==> src/rtl/wb_retire_queue.sv <==
// In-order writeback retire queue: buffers MEM results and commits the head to regfile/CSR/trace.
// Optional WB_RETIRE_CNT_EN adds a 64-bit count of non-exception commits (retire_cnt).
module wb_retire_queue #(
  parameter int unsigned DEPTH = 2,
  parameter int unsigned DW    = 32,
  parameter int unsigned PTR_W = $clog2(DEPTH)
) (
  input  logic                clk,
  input  logic                rst,
  input  logic                in_valid,
  output logic                in_ready,
  input  logic [31:0]         in_pc,
  input  logic                in_gr_we,
  input  logic [4:0]          in_waddr,
  input  logic [DW-1:0]       in_wdata,
  input  logic                in_csr_re,
  input  logic                in_csr_we,
  input  logic [13:0]         in_csr_num,
  input  logic [31:0]         in_csr_wmask,
  input  logic [31:0]         in_csr_wvalue,
  input  logic                in_ertn,
  input  logic                in_ex,
  input  logic [5:0]          in_ecode,
  input  logic [8:0]          in_esubcode,
  input  logic [31:0]         in_vaddr,
  input  logic                retire_ready,
  input  logic [31:0]         csr_rvalue,
  output logic                rf_wen,
  output logic [4:0]          rf_waddr,
  output logic [DW-1:0]       rf_wdata,
  output logic                csr_re,
  output logic                csr_we,
  output logic [13:0]         csr_num,
  output logic [31:0]         csr_wmask,
  output logic [31:0]         csr_wvalue,
  output logic                wb_ex,
  output logic                ertn_flush,
  output logic [31:0]         wb_pc,
  output logic [31:0]         wb_vaddr,
  output logic [5:0]          wb_ecode,
  output logic [8:0]          wb_esubcode,
  output logic [PTR_W:0]      occupancy,
  output logic [DW+40:0]      inst_retire
`ifdef WB_RETIRE_CNT_EN
  ,
  output logic [63:0]         retire_cnt
`endif
);

  typedef struct packed {
    logic [31:0]   pc;
    logic          gr_we;
    logic [4:0]    waddr;
    logic [DW-1:0] wdata;
    logic          csr_re;
    logic          csr_we;
    logic [13:0]   csr_num;
    logic [31:0]   csr_wmask;
    logic [31:0]   csr_wvalue;
    logic          ertn;
    logic          ex;
    logic [5:0]    ecode;
    logic [8:0]    esubcode;
    logic [31:0]   vaddr;
  } entry_t;

  logic [PTR_W-1:0] head_q, tail_q;
  logic [PTR_W:0]   occ_q;
  entry_t           mem_q [DEPTH];
  entry_t           head, in_entry;
  logic             head_valid, commit, flush_now, push;

  // Head decode, handshake and commit-side outputs
  always_comb begin
    head        = mem_q[head_q];
    head_valid  = (occ_q != '0);
    commit      = head_valid & retire_ready;
    flush_now   = commit & (head.ex | head.ertn);
    in_ready    = (occ_q < (PTR_W+1)'(DEPTH)) & ~flush_now;
    push        = in_valid & in_ready;

    rf_wen      = commit & head.gr_we & ~head.ex;
    rf_waddr    = '0;
    rf_wdata    = '0;
    csr_re      = 1'b0;
    csr_num     = '0;
    csr_we      = commit & head.csr_we & ~head.ex;
    csr_wmask   = '0;
    csr_wvalue  = '0;
    wb_ex       = commit & head.ex;
    ertn_flush  = commit & head.ertn & ~head.ex;
    wb_pc       = '0;
    wb_vaddr    = '0;
    wb_ecode    = '0;
    wb_esubcode = '0;
    if (head_valid) begin
      rf_waddr   = head.waddr;
      rf_wdata   = head.csr_re ? DW'(csr_rvalue) : head.wdata;
      csr_re     = head.csr_re;
      csr_num    = head.csr_num;
      csr_wmask  = head.csr_wmask;
      csr_wvalue = head.csr_wvalue;
      wb_pc      = head.pc;
      wb_vaddr   = head.vaddr;
      if (head.ex) begin
        wb_ecode    = head.ecode;
        wb_esubcode = head.esubcode;
      end
    end
    occupancy   = occ_q;
    inst_retire = {wb_pc, {4{rf_wen}}, rf_waddr, rf_wdata};
  end

  always_comb begin
    in_entry = '{pc: in_pc, gr_we: in_gr_we, waddr: in_waddr, wdata: in_wdata,
                 csr_re: in_csr_re, csr_we: in_csr_we, csr_num: in_csr_num,
                 csr_wmask: in_csr_wmask, csr_wvalue: in_csr_wvalue, ertn: in_ertn,
                 ex: in_ex, ecode: in_ecode, esubcode: in_esubcode, vaddr: in_vaddr};
  end

  // Pointers and occupancy; a flush retires the head and drops everything younger
  always_ff @(posedge clk or negedge rst) begin
    if (!rst) begin
      head_q <= '0;
      tail_q <= '0;
      occ_q  <= '0;
    end else if (flush_now) begin
      head_q <= head_q + PTR_W'(1);
      tail_q <= head_q + PTR_W'(1);
      occ_q  <= '0;
    end else begin
      if (commit) head_q <= head_q + PTR_W'(1);
      if (push)   tail_q <= tail_q + PTR_W'(1);
      if (push && !commit)      occ_q <= occ_q + (PTR_W+1)'(1);
      else if (!push && commit) occ_q <= occ_q - (PTR_W+1)'(1);
    end
  end

  // Payload storage needs no reset: entries are only read while occupancy says they are live
  always_ff @(posedge clk) begin
    if (push) mem_q[tail_q] <= in_entry;
  end

`ifdef WB_RETIRE_CNT_EN
  always_ff @(posedge clk or negedge rst) begin
    if (!rst)                   retire_cnt <= '0;
    else if (commit && !head.ex) retire_cnt <= retire_cnt + 64'd1;
  end
`else
  // Retire counter not built in this configuration
`endif

endmodule

==> config.mk <==
export PLATFORM = sky130hd
export DESIGN_NAME = wb_retire_queue
export DESIGN_NICKNAME = d
export VERILOG_FILES = /design/src/rtl/wb_retire_queue.sv
export SDC_FILE = /design/constraint.sdc
export NUM_CORES = 1
export LEC_CHECK = 0
export BUFFER_PORTS_ARGS = -buffer_cell sky130_fd_sc_hd__buf_4
export CORE_AREA = 2 2 196 198
export CTS_CLUSTER_SIZE = 14
export DETAILED_ROUTE_END_ITERATION = 7
export DIE_AREA = 0 0 198 200
export HOLD_SLACK_MARGIN = 0.15
export PLACE_DENSITY_LB_ADDON = 0.3
export SETUP_SLACK_MARGIN = 0.4
export SYNTH_ARGS = -nofsm -noshare
export SYNTH_HDL_FRONTEND = slang
export SYNTH_SLANG_ARGS = --single-unit
export TNS_END_PERCENT = 100
==> constraint.sdc <==
create_clock -name clk -period 31.5 [get_ports clk]
set_input_delay 1.575 -clock clk [delete_from_list [all_inputs] [get_ports clk]]
set_output_delay 1.575 -clock clk [all_outputs]
set_load 0.01 [all_outputs]
; ---- Word-level counts from Yosys, hierarchy flattened
; Memories as Yosys holds them, arrays and structs flattened.
; Cells that the tools add are included.
[word_totals]
memories = 1
input_bits = 235
output_inout_bits = 275
mem_bits_rw = 398
wordCells = 53
reg_bits = 4
[mem_list]
columns = name, depth, word_bits, read_ports, rd_clocked_by_memory_dff, wr, line
row1 = mem_q, 2, 199, 1, 0, 1, 69  ; entry_t mem_q [DEPTH];
[classes]
mux = 22
magnitude_cmp = 1
n_reduce_logical = 8
add_sub_neg = 4
bitwise_logic = 14
[ops]
columns = op, n
row1 = 2-to-1 mux 32 bit, 6
row2 = 2-to-1 mux 9 bit, 2
row3 = 2-to-1 mux 14 bit, 1
row4 = 2-to-1 mux 6 bit, 2
row5 = bitwise AND 1 bit, 11
row6 = 2-to-1 mux 1 bit, 7
row7 = 2-to-1 mux 2 bit, 3
row8 = nonzero test 2 bit, 3
row9 = 2-to-1 mux 5 bit, 1
row10 = nonzero test 3 bit, 1
row11 = "adder 1 bit, second input constant", 2
row12 = "adder 2 x 1 -> 2 bit, second input constant", 1
row13 = logical AND 1 bit, 2
row14 = zero test 1 bit, 2
row15 = "less-than comparator 2 bit, second input constant", 1
row16 = NOT 1 bit, 2
row17 = "subtractor 2 x 1 -> 2 bit, second input constant", 1
row18 = bitwise OR 1 bit, 1

; ---- Logic depth before layout (Yosys ltp)
; Gate-level depths: netlist of the first run.
[depth]
depth_word = 11
mapped_depth = 7
mapped_depth_nobuf = 3

; ---- Worst setup path after synthesis of the first run
; OpenSTA, ideal clock, no wires.
[synth_path]
kind = input -> register
startpoint = input port retire_ready
endpoint = memory mem_q[1][0] in the netlist's numbering (enable)
setup_time_ns = 1.042
arrival_ns = 16.250
required_time_ns = 30.458
path_buffers = 0
path_slack_ns = 14.208
path_stages = 3
path_cell_list = o21ai_0 -> a211oi_2 -> nor3b_1
[synth_between]
elab_chain_cells = 7
[synth_lines]
columns = element, line
row1 = "start, declared", 26  ; input logic retire_ready,
row2 = bitwise AND 1 bit, 77  ; commit = head_valid & retire_ready;
row3 = bitwise AND 1 bit, 78  ; flush_now = commit & (head.ex | head.ertn);
row4 = NOT 1 bit, 79  ; in_ready = (occ_q < (PTR_W+1)'(DEPTH)) & ~flush_now;
row5 = bitwise AND 1 bit, 79
row6 = bitwise AND 1 bit, 80  ; push = in_valid & in_ready;
row7 = 2-to-1 mux 1 bit, 141  ; if (push) mem_q[tail_q] <= in_entry;
row8 = 2-to-1 mux 1 bit (not written as such), 141
row9 = "end, declared", 69
; No other way between the ends.

; ---- Worst setup path in the final report of the first run
[layout_path]
startpoint = register head_q
endpoint = output port rf_wdata[2]
[layout_between]
elab_chain_cells = 3
[layout_lines]
columns = element, line
row1 = "start, declared", 67  ; logic [PTR_W-1:0] head_q, tail_q;
row2 = "start signal, assigned", 128  ; head_q <= head_q + PTR_W'(1);
row3 = "start signal, assigned", 132  ; if (commit) head_q <= head_q + PTR_W'(1);
row4 = memory (2 x 199 bit), -
row5 = 2-to-1 mux 32 bit, 98  ; rf_wdata = head.csr_re ? DW'(csr_rvalue) : head.wdata;
row6 = 2-to-1 mux 32 bit, 96  ; if (head_valid) begin
row7 = "end, declared", 30  ; output logic [DW-1:0] rf_wdata,
; No other way between the ends.

==> results.md, run 1 <==
Run status:
- The flow ran to the end, and the final reports show no timing, DRC or antenna violations.

Timing:
- The worst path meets setup with 26.53 ns of slack.
- Setup violations remaining at the end of the flow were counted as 0.
- Setup repair after global routing left no endpoint under its margin.
- The tightest hold path in the finished design has a slack of 0.638 ns.
- The number of max-slew violations in the final report is 0.
- Static timing analysis puts the maximum clock frequency at 201 MHz.
- In the finished design, the share of the clock period the worst path needs comes to 0.158.
- At the pin with the least slew margin, the transition time is 1.11 ns.
- Across the routed clock network, the largest skew measured is 0.00850 ns.
- Setup total negative slack on the finished layout was measured at 0 ns.
- The worst max-slew margin expressed relative to the limit is 0.257.
- The clock period minus final worst setup slack is 4.97 ns.
- The number of hold-slack violations in the final timing report is 0.

Synth:
- The count of flip-flops with a built-in enable after synthesis is 398.
- The warning count from the yosys run is 0.
- Dividing the synthesized area by the synthesized cell count gives 16.4 um^2.
- In the post-synthesis netlist, the biggest area contributors are sky130_fd_sc_hd__edfxtp_1 74%, sky130_fd_sc_hd__mux2i_1 12%, sky130_fd_sc_hd__nor2_1 4.7%, sky130_fd_sc_hd__buf_4 3.8%, sky130_fd_sc_hd__a211oi_2 1.6%.
- In this run, synthesis produced a sequential element count of 402.
- sky130_fd_sc_hd__edfxtp_1 takes more of the synthesized area than any other cell.
- The fraction of post-synthesis cell area in the top cell type by area is 0.741.
- By instance count, the leading cell after synthesis is sky130_fd_sc_hd__edfxtp_1.
- The share of the Yosys chip area taken by registers is 0.748.
- The dominant register cell in the synthesized netlist is sky130_fd_sc_hd__edfxtp_1.
- For this run, asynchronously set or reset flops after synthesis account for 0.00995.
- The number of nets handed over by synthesis was 1215.
- Synthesis produced 980 cells.
- In this run the cell area of the synthesized design comes to 16100 um^2.
- In the synthesized netlist, the cells that appear most often are 398 x sky130_fd_sc_hd__edfxtp_1, 201 x sky130_fd_sc_hd__nor2_1, 200 x sky130_fd_sc_hd__mux2i_1.
- The number of different library cells used by synthesis comes to 23.

Setup path:
- The category of the most critical setup path is reg -> out.
- Traced cell by cell, the critical path runs through buf_12, mux2i_1, a211oi_1, buf_4.
- The beginning of the worst register-to-register path is head_q.
- On the critical path, the stage with the largest delay is an instance of sky130_fd_sc_hd__dfrtp_4.
- STA puts the critical path data arrival time at 3.40 ns.
- The worst endpoint required time is 29.93 ns.
- For the worst flop-to-flop path, the logic depth is 5.
- The endpoint class of the critical path is a primary output.
- The worst reg2reg path endpoint is mem_q[1][168].
- In this run the worst path has a maximum fanout of 123.
- The setup check on the worst reg-to-reg path leaves a slack of 28.20 ns.
- The delay of the slowest cell on the worst path is 0.97 ns.
- The startpoint kind of the worst setup timing path is a flip-flop.

Floorplanning:
- For this configuration, the core starts out at a cell density of 0.431.
- The number of I/O pins is 510.
- The total die area is 39600 um^2.
- The placeable core area is 37400 um^2.
- In this run the core area contains 71 standard-cell rows.
- From left edge to right edge, the die measures 198 um.
- The vertical extent of the die is 200 um.

CTS:
- The clock root buffer is sky130_fd_sc_hd__clkbuf_16.
- The setup fix buffers added after clock tree synthesis is 0.
- The number of instances resized during post-cts repair is 0.
- The CTS tree is built.
- The clock input transition at the sequential cells of the worst setup and hold paths is 0.06 ns.
- The clock reaches the later pin of the worst-skew pair after 0.54 ns.
- Buffers inserted to repair hold after CTS numbered 0.
- The CTS H-tree depth is 2.
- The number of clock buffers inserted by TritonCTS is 43.
- The tree built by TritonCTS fans out to 402 sinks.
- The maximum buffer depth of the clock tree is 3.

Worst hold path:
- The type of the worst min-delay path is reg -> reg.
- For hold timing, the worst endpoint is tail_q.
- The number of stages on the worst hold path is 2.
- The start point of the worst min-delay path is tail_q.

Finish:
- Fill cells in the final layout number 2979.
- The count of nets after finishing is 1657.
- The proportion of layout cells with a drive suffix above 1 is 0.417.
- 0 antenna diodes ended up in the layout.
- The area growth from synthesis to layout is 31.5%.

Place:
- Detailed placement finished with a half-perimeter wire length of 25.7 mm.
- Timing analysis after detailed placement gives a worst setup slack of 27.17 ns.
- The count of buffers added on input and output ports is 509.
- Routability-driven placement finished with a final weighted congestion of 0.751.

Detailed routing:
- The number of vias after detailed routing is 9374.
- The count of routing violations after the opening detailed-route iteration is 392.
- The count of nets left with antenna violations once routing finished came out at 0.
- Dividing the detail-routed wire length by the instance count gives 19.1 um.
- Before antenna repair, the detailed router went through 5 iterations.
- The sum of routed wire length over all layers is 37.4 mm.
- After detailed routing, the number of vias per cell comes to 4.77.
- The count of unresolved DRC violations after routing is 0.

Global route:
- The met3 capacity usage during global routing is 0.0506.
- The final global-route overflow total is 0.
- Across every metal layer, demand over resource in global routing totals 0.181.
- The maximum number of pins on one net before global-route repair is 124.
- In the global route stage, met2 resource usage came out at 0.329.
- The met1 capacity usage during global routing is 0.205.
- The first-pass GRT wire length is 54.0 mm.
- met2 is the most crowded layer.
- The initial antenna violation count is 1.
- The number of global-route vias before repair was 9573.

Pwr:
- The peak ir drop on the vdd network is 0.0735 mV.
- The standby leakage power is 0.00865 uW.
- The power density over the cells is 95.7 nW/um^2.

Run:
- The number of max-cap violations is 0.
## worst max path at each step
stage	startpoint	endpoint	slack (ns)	cells after the start
finish	head_q	rf_wdata[2]	26.53	4
global route	head_q	rf_wdata[2]	26.42	4
CTS	head_q	rf_wdata[2]	26.56	4
detailed placement	head_q	rf_wdata[2]	27.17	4
global placement	head_q	inst_retire[2]	27.18	4
floorplan	retire_ready	mem_q[1][0]	14.21	3
## final cells by class
cell class	instances	area [um^2]	area share
Clock buffer	57	1170	0.0552
Clock inverter	19	148	0.00696
Multi-Input combinational cell	453	3260	0.154
Sequential cell	402	12100	0.569
Tap cell	511	639	0.0302
Timing Repair Buffer	522	3930	0.185
## logic make-up (layout without fill, tap and decap cells)
logic type,after synthesis,count (layout),share of synthesized area
AND/OR/NAND/NOR,211,211,0.0506
multiplexers,200,200,0.124
XOR/XNOR,2,2,0.00109
flip-flops,402,402,0.748
AO/OA/AOI/OAI,40,40,0.0244
buffers and inverters,125,598,0.0521
## report_power, final
part           switching (uW)  internal (uW)  leakage, uW
combinational             446            355      0.00427
clock                     194            277     0.000646
sequential               40.5            716      0.00373
total                     680           1350      0.00865
## critical path: cells and delay by family, from the launching register on
kind / cells / cell delay [ns]
flops: 1 / 0.97
buf+inv: 2 / 0.79
compound gates: 1 / 0.48
mux: 1 / 0.26
## per-layer routing
layer | vias to the layer above | part of all wire
li1 | 4438 | -
met1 | 4575 | 0.37
met2 | 314 | 0.54
met3 | 45 | 0.071
met4 | 2 | 0.019
met5 | - | 0.00043
## cells in the final DEF, fill, tap and decap left out, drive strengths merged
cell type,Yosys,layout
buf,119,522
xnor2,2,2
clkinvlp,0,1
o21ai,2,2
inv,0,1
clkinv,0,15
nor3b,1,1
dfrtp,4,4
nor3,2,2
mux2i,200,200
o221ai,1,1
a31oi,1,1
nor2,201,201
clkbuf,6,57
o22ai,1,1
a21oi,2,2
nand2,1,1
nand2b,1,1
bufinv,0,2
nand3b,2,2
nor2b,2,2
a211oi,33,33
edfxtp,398,398
or2,1,1
## state kept, by name (all words and copies together), names as in the netlist
signal and count:
tail_q 1, mem_q 398, head_q 1, occupancy 2
## metrics by stage
step	instance area (um^2)	utilization	std cells	power, uW
detailed placement	19900	0.532	1888	1580
floorplan	16100	-	980	1310
finish	21200	0.567	1964	2030
global route	21200	0.567	1964	2130
global placement	19900	0.532	1888	1570
CTS	21200	0.567	1964	2060
Note: power is estimated with default switching activity, not from simulation.
==> inputs of run 2 (changes only) <==
- clock period: 31.5 -> 4.05 ns (I/O delays scaled with it)
==> run 2 against run 1 <==
  * Wire length increased by 6.3%
  * Sequential share of layout area down 5.3 points
  * Global-route usage grew 1.3 points
  * Clock power rose to 7.9 times the previous value
  * First-iteration DRC count rose by 14%
  * Via count grew 9.9%
  * Setup slack worse by 26 ns
  * Core utilization up 5.9 points
==> results.md, run 2 (synthesis gave the netlist of run 1 again) <==
Run status:
- The flow ran to the end, and the final reports show no timing, DRC or antenna violations.

Finish:
- The register ranked first by flip-flop count is mem_q.
- The flip-flop count of the largest register, all copies and words added is 398.
- The proportion of layout cells with a drive suffix above 1 is 0.372.
- The most frequent standard cell in the layout excluding fill and tap cells is sky130_fd_sc_hd__buf_4.
- The library cells used most frequently in the layout, excluding fill and tap cells, are 517 x sky130_fd_sc_hd__buf_4, 398 x sky130_fd_sc_hd__edfxtp_1, 204 x sky130_fd_sc_hd__dlygate4sd3_1, 200 x sky130_fd_sc_hd__nor2_1, 199 x sky130_fd_sc_hd__mux2i_1.
- The count of nets after finishing is 1862.
- The area added between synthesis and finish is 45.1%.
- Excluding fillers, the count of instances in the completed layout stands at 2171.

Timing:
- The number of max-slew violations in the final report is 0.
- Static timing analysis puts the maximum clock frequency at 291 MHz.
- The setup-violating endpoint count in the final report is 0.
- The final worst-path setup slack is 0.619 ns.
- Headroom to the max-slew limit came out at 0.432.
- The setup clock skew after layout is 0.0283 ns.
- The final cycle utilization of the critical path is 0.847.
- The setup TNS is 0 ns.
- The routed design could run at a clock period as short as 3.43 ns.
- The transition at the pin with the smallest max-transition slack is 0.852 ns.
- Setup repair after global routing left no endpoint under its margin.
- The number of hold-slack violations in the final timing report is 0.

Setup path:
- The arrival time reported for the critical path endpoint is 3.23 ns.
- The cell depth of the worst flop-to-flop path is 4.
- The endpoint class of the critical path is a primary output.
- The critical path goes through mux2i_4, buf_4, nor2_1, a211oi_1, buf_4.
- STA puts the critical path data required time at 3.85 ns.
- The worst reg2reg path endpoint is occupancy[1].
- The register-to-register setup slack is 1.31 ns.
- In this run the critical register-to-register path is launched from head_q.
- The cell with the biggest individual delay on the critical path is sky130_fd_sc_hd__dfrtp_4.
- The delay of the slowest cell on the worst path is 0.90 ns.
- The critical path contains buffers and inverters numbering 2 combined.
- The most frequent cell on the critical path is sky130_fd_sc_hd__buf_4.
- The startpoint kind of the worst setup timing path is a flip-flop.
- The cell class contributing the biggest share of worst-path delay is flip-flops.
- The largest driver fanout on the critical path is 38.
- The category of the most critical setup path is reg -> out.

Pwr:
- The standby leakage power is 0.00954 uW.
- The power after layout is 16100 uW.
- The power density over the cells is 690 nW/um^2.
- Across the VDD grid, the largest voltage drop is 0.452 mV.

Global route:
- The number of global-route vias before repair is 10909.
- The total global-route track usage is 0.193.
- The first global-routing pass estimated 58.5 mm of wire.
- The maximum number of pins on one net before global-route repair is 105.
- After global routing the overflow that remains totals 0.
- The initial antenna violation count came to 0.

Place:
- In this run, placement finished with an instance count of 1889.
- The minimum setup slack after placement is 1.18 ns.
- The count of input and output buffers is 509.
- Routability-driven placement finished with a final weighted congestion of 0.779.
- Detailed placement ended at an HPWL of 25.2 mm.

Worst hold path:
- The start point of the worst min-delay path is in_csr_wmask[3].
- The type of the worst min-delay path is in -> reg.
- The number of stages on the worst hold path is 2.
- The worst hold path endpoint is mem_q[0][84].

Detailed routing:
- The number of vias after detailed routing is 10304.
- In the routed design, unresolved DRC markers number 0.
- After detailed routing, the average wire length per cell comes to 18.3 um.
- The detail route stage leaves a number of antenna-violating nets equal to 0.
- The first detailed-routing pass took 4 iterations.
- In this run the top signal layer used is met4.
- The routed design uses 2.50 mm of met3 wire.
- The met1 wire length is 14.6 mm.
- After detailed routing, the total wire length is 39.8 mm.
- The mean number of vias per cell is 4.75.
- For this block, the initial DRC count from the detailed router was 447.
- The routed wire length on met2 is 21.2 mm.

CTS:
- The source-to-sink clock delay at the later pin of the worst-skew pair is 0.56 ns.
- The clock root buffer is sky130_fd_sc_hd__clkbuf_16.
- Once the clock tree was built, the setup fixing pass inserted 0 buffers.
- The maximum buffer depth of the clock tree is 3.
- The clock input transition at the sequential cells of the worst setup and hold paths is 0.06 ns.
- The H-tree was split into 2 levels.
- TritonCTS built the clock tree.
- In this run, CTS created clock tree buffers numbering 43.
- Once the clock tree was built, the resizer swapped 0 gates to a different size.
- The clock net in this run drives a total of 402 sinks.

Floorplanning:
- For this configuration, the core starts out at a cell density of 0.431.
- The number of rows in the core area is 71.
- Measured along the y axis, the die boundary spans 200 um.
- The number of I/O pins is 510.
- The placeable core area is 37400 um^2.
- From left edge to right edge, the die measures 198 um.
- The total die area is 39600 um^2.

Run:
- The number of max-cap violations is 0.
==> run 2: through the flow <==
step | instance area (um^2) | hold slack [ns] | util
2_1_floorplan | 16200 | -0.0931 | -
3_3_place_gp | 20000 | 0.0121 | 0.535
3_5_place_dp | 20000 | 0.0123 | 0.535
4_1_cts | 23400 | 0.329 | 0.625
5_1_grt | 23400 | 0.358 | 0.625
6_report | 23400 | 0.370 | 0.625
==> run 2: what timing repair did <==
| item | 4_1_cts | 5_1_grt |
|---|---|---|
| endpoints found under the hold margin | 406 | 0 |
| endpoints found under the setup margin | 0 | 0 |
| hold buffers | 204 | 0 |
==> run 2: worst max path at each step <==
stage / startpoint / endpoint / slack [ns] / depth (start not counted)
2_1_floorplan: occupancy[1] / mem_q[1][0] / -2.18 / 3
3_3_place_gp: head_q / rf_wdata[30] / 1.24 / 5
3_5_place_dp: head_q / rf_wdata[30] / 1.18 / 5
4_1_cts: head_q / rf_wdata[30] / 0.57 / 5
6_report: head_q / rf_wdata[30] / 0.62 / 5
5_1_grt: head_q / rf_wdata[27] / 0.46 / 5
==> run 2: layout make-up <==
type                            instances  area, um^2
Timing Repair Buffer                  727        6040
Multi-Input combinational cell        453        3310
Sequential cell                       402       12100
Fill cell                            2706       14000
Antenna cell                            2        5.00
Clock buffer                           51        1130
Tap cell                              511         639
Clock inverter                         25         211
==> run 2: per-layer routing <==
layer | vias up | global-route usage
met5 | - | 0
li1 | 4858 | -
met3 | 83 | 0.0459
met4 | 0 | 0.0894
met1 | 5021 | 0.215
met2 | 342 | 0.351
==> run 2: worst register-to-register path: cells and delay by family, from the launching register on <==
family / cells / cell delay [ns]
compound gates: 2 / 0.40
buf+inv: 2 / 1.36
flops: 1 / 0.90
==> run 2: power by group <==
part / internal, uW / leakage (uW) / switching (uW)
clock: 2180 / 0.000658 / 1560
combinational: 2940 / 0.00516 / 3560
sequential: 5570 / 0.00373 / 322
total: 10700 / 0.00954 / 5450
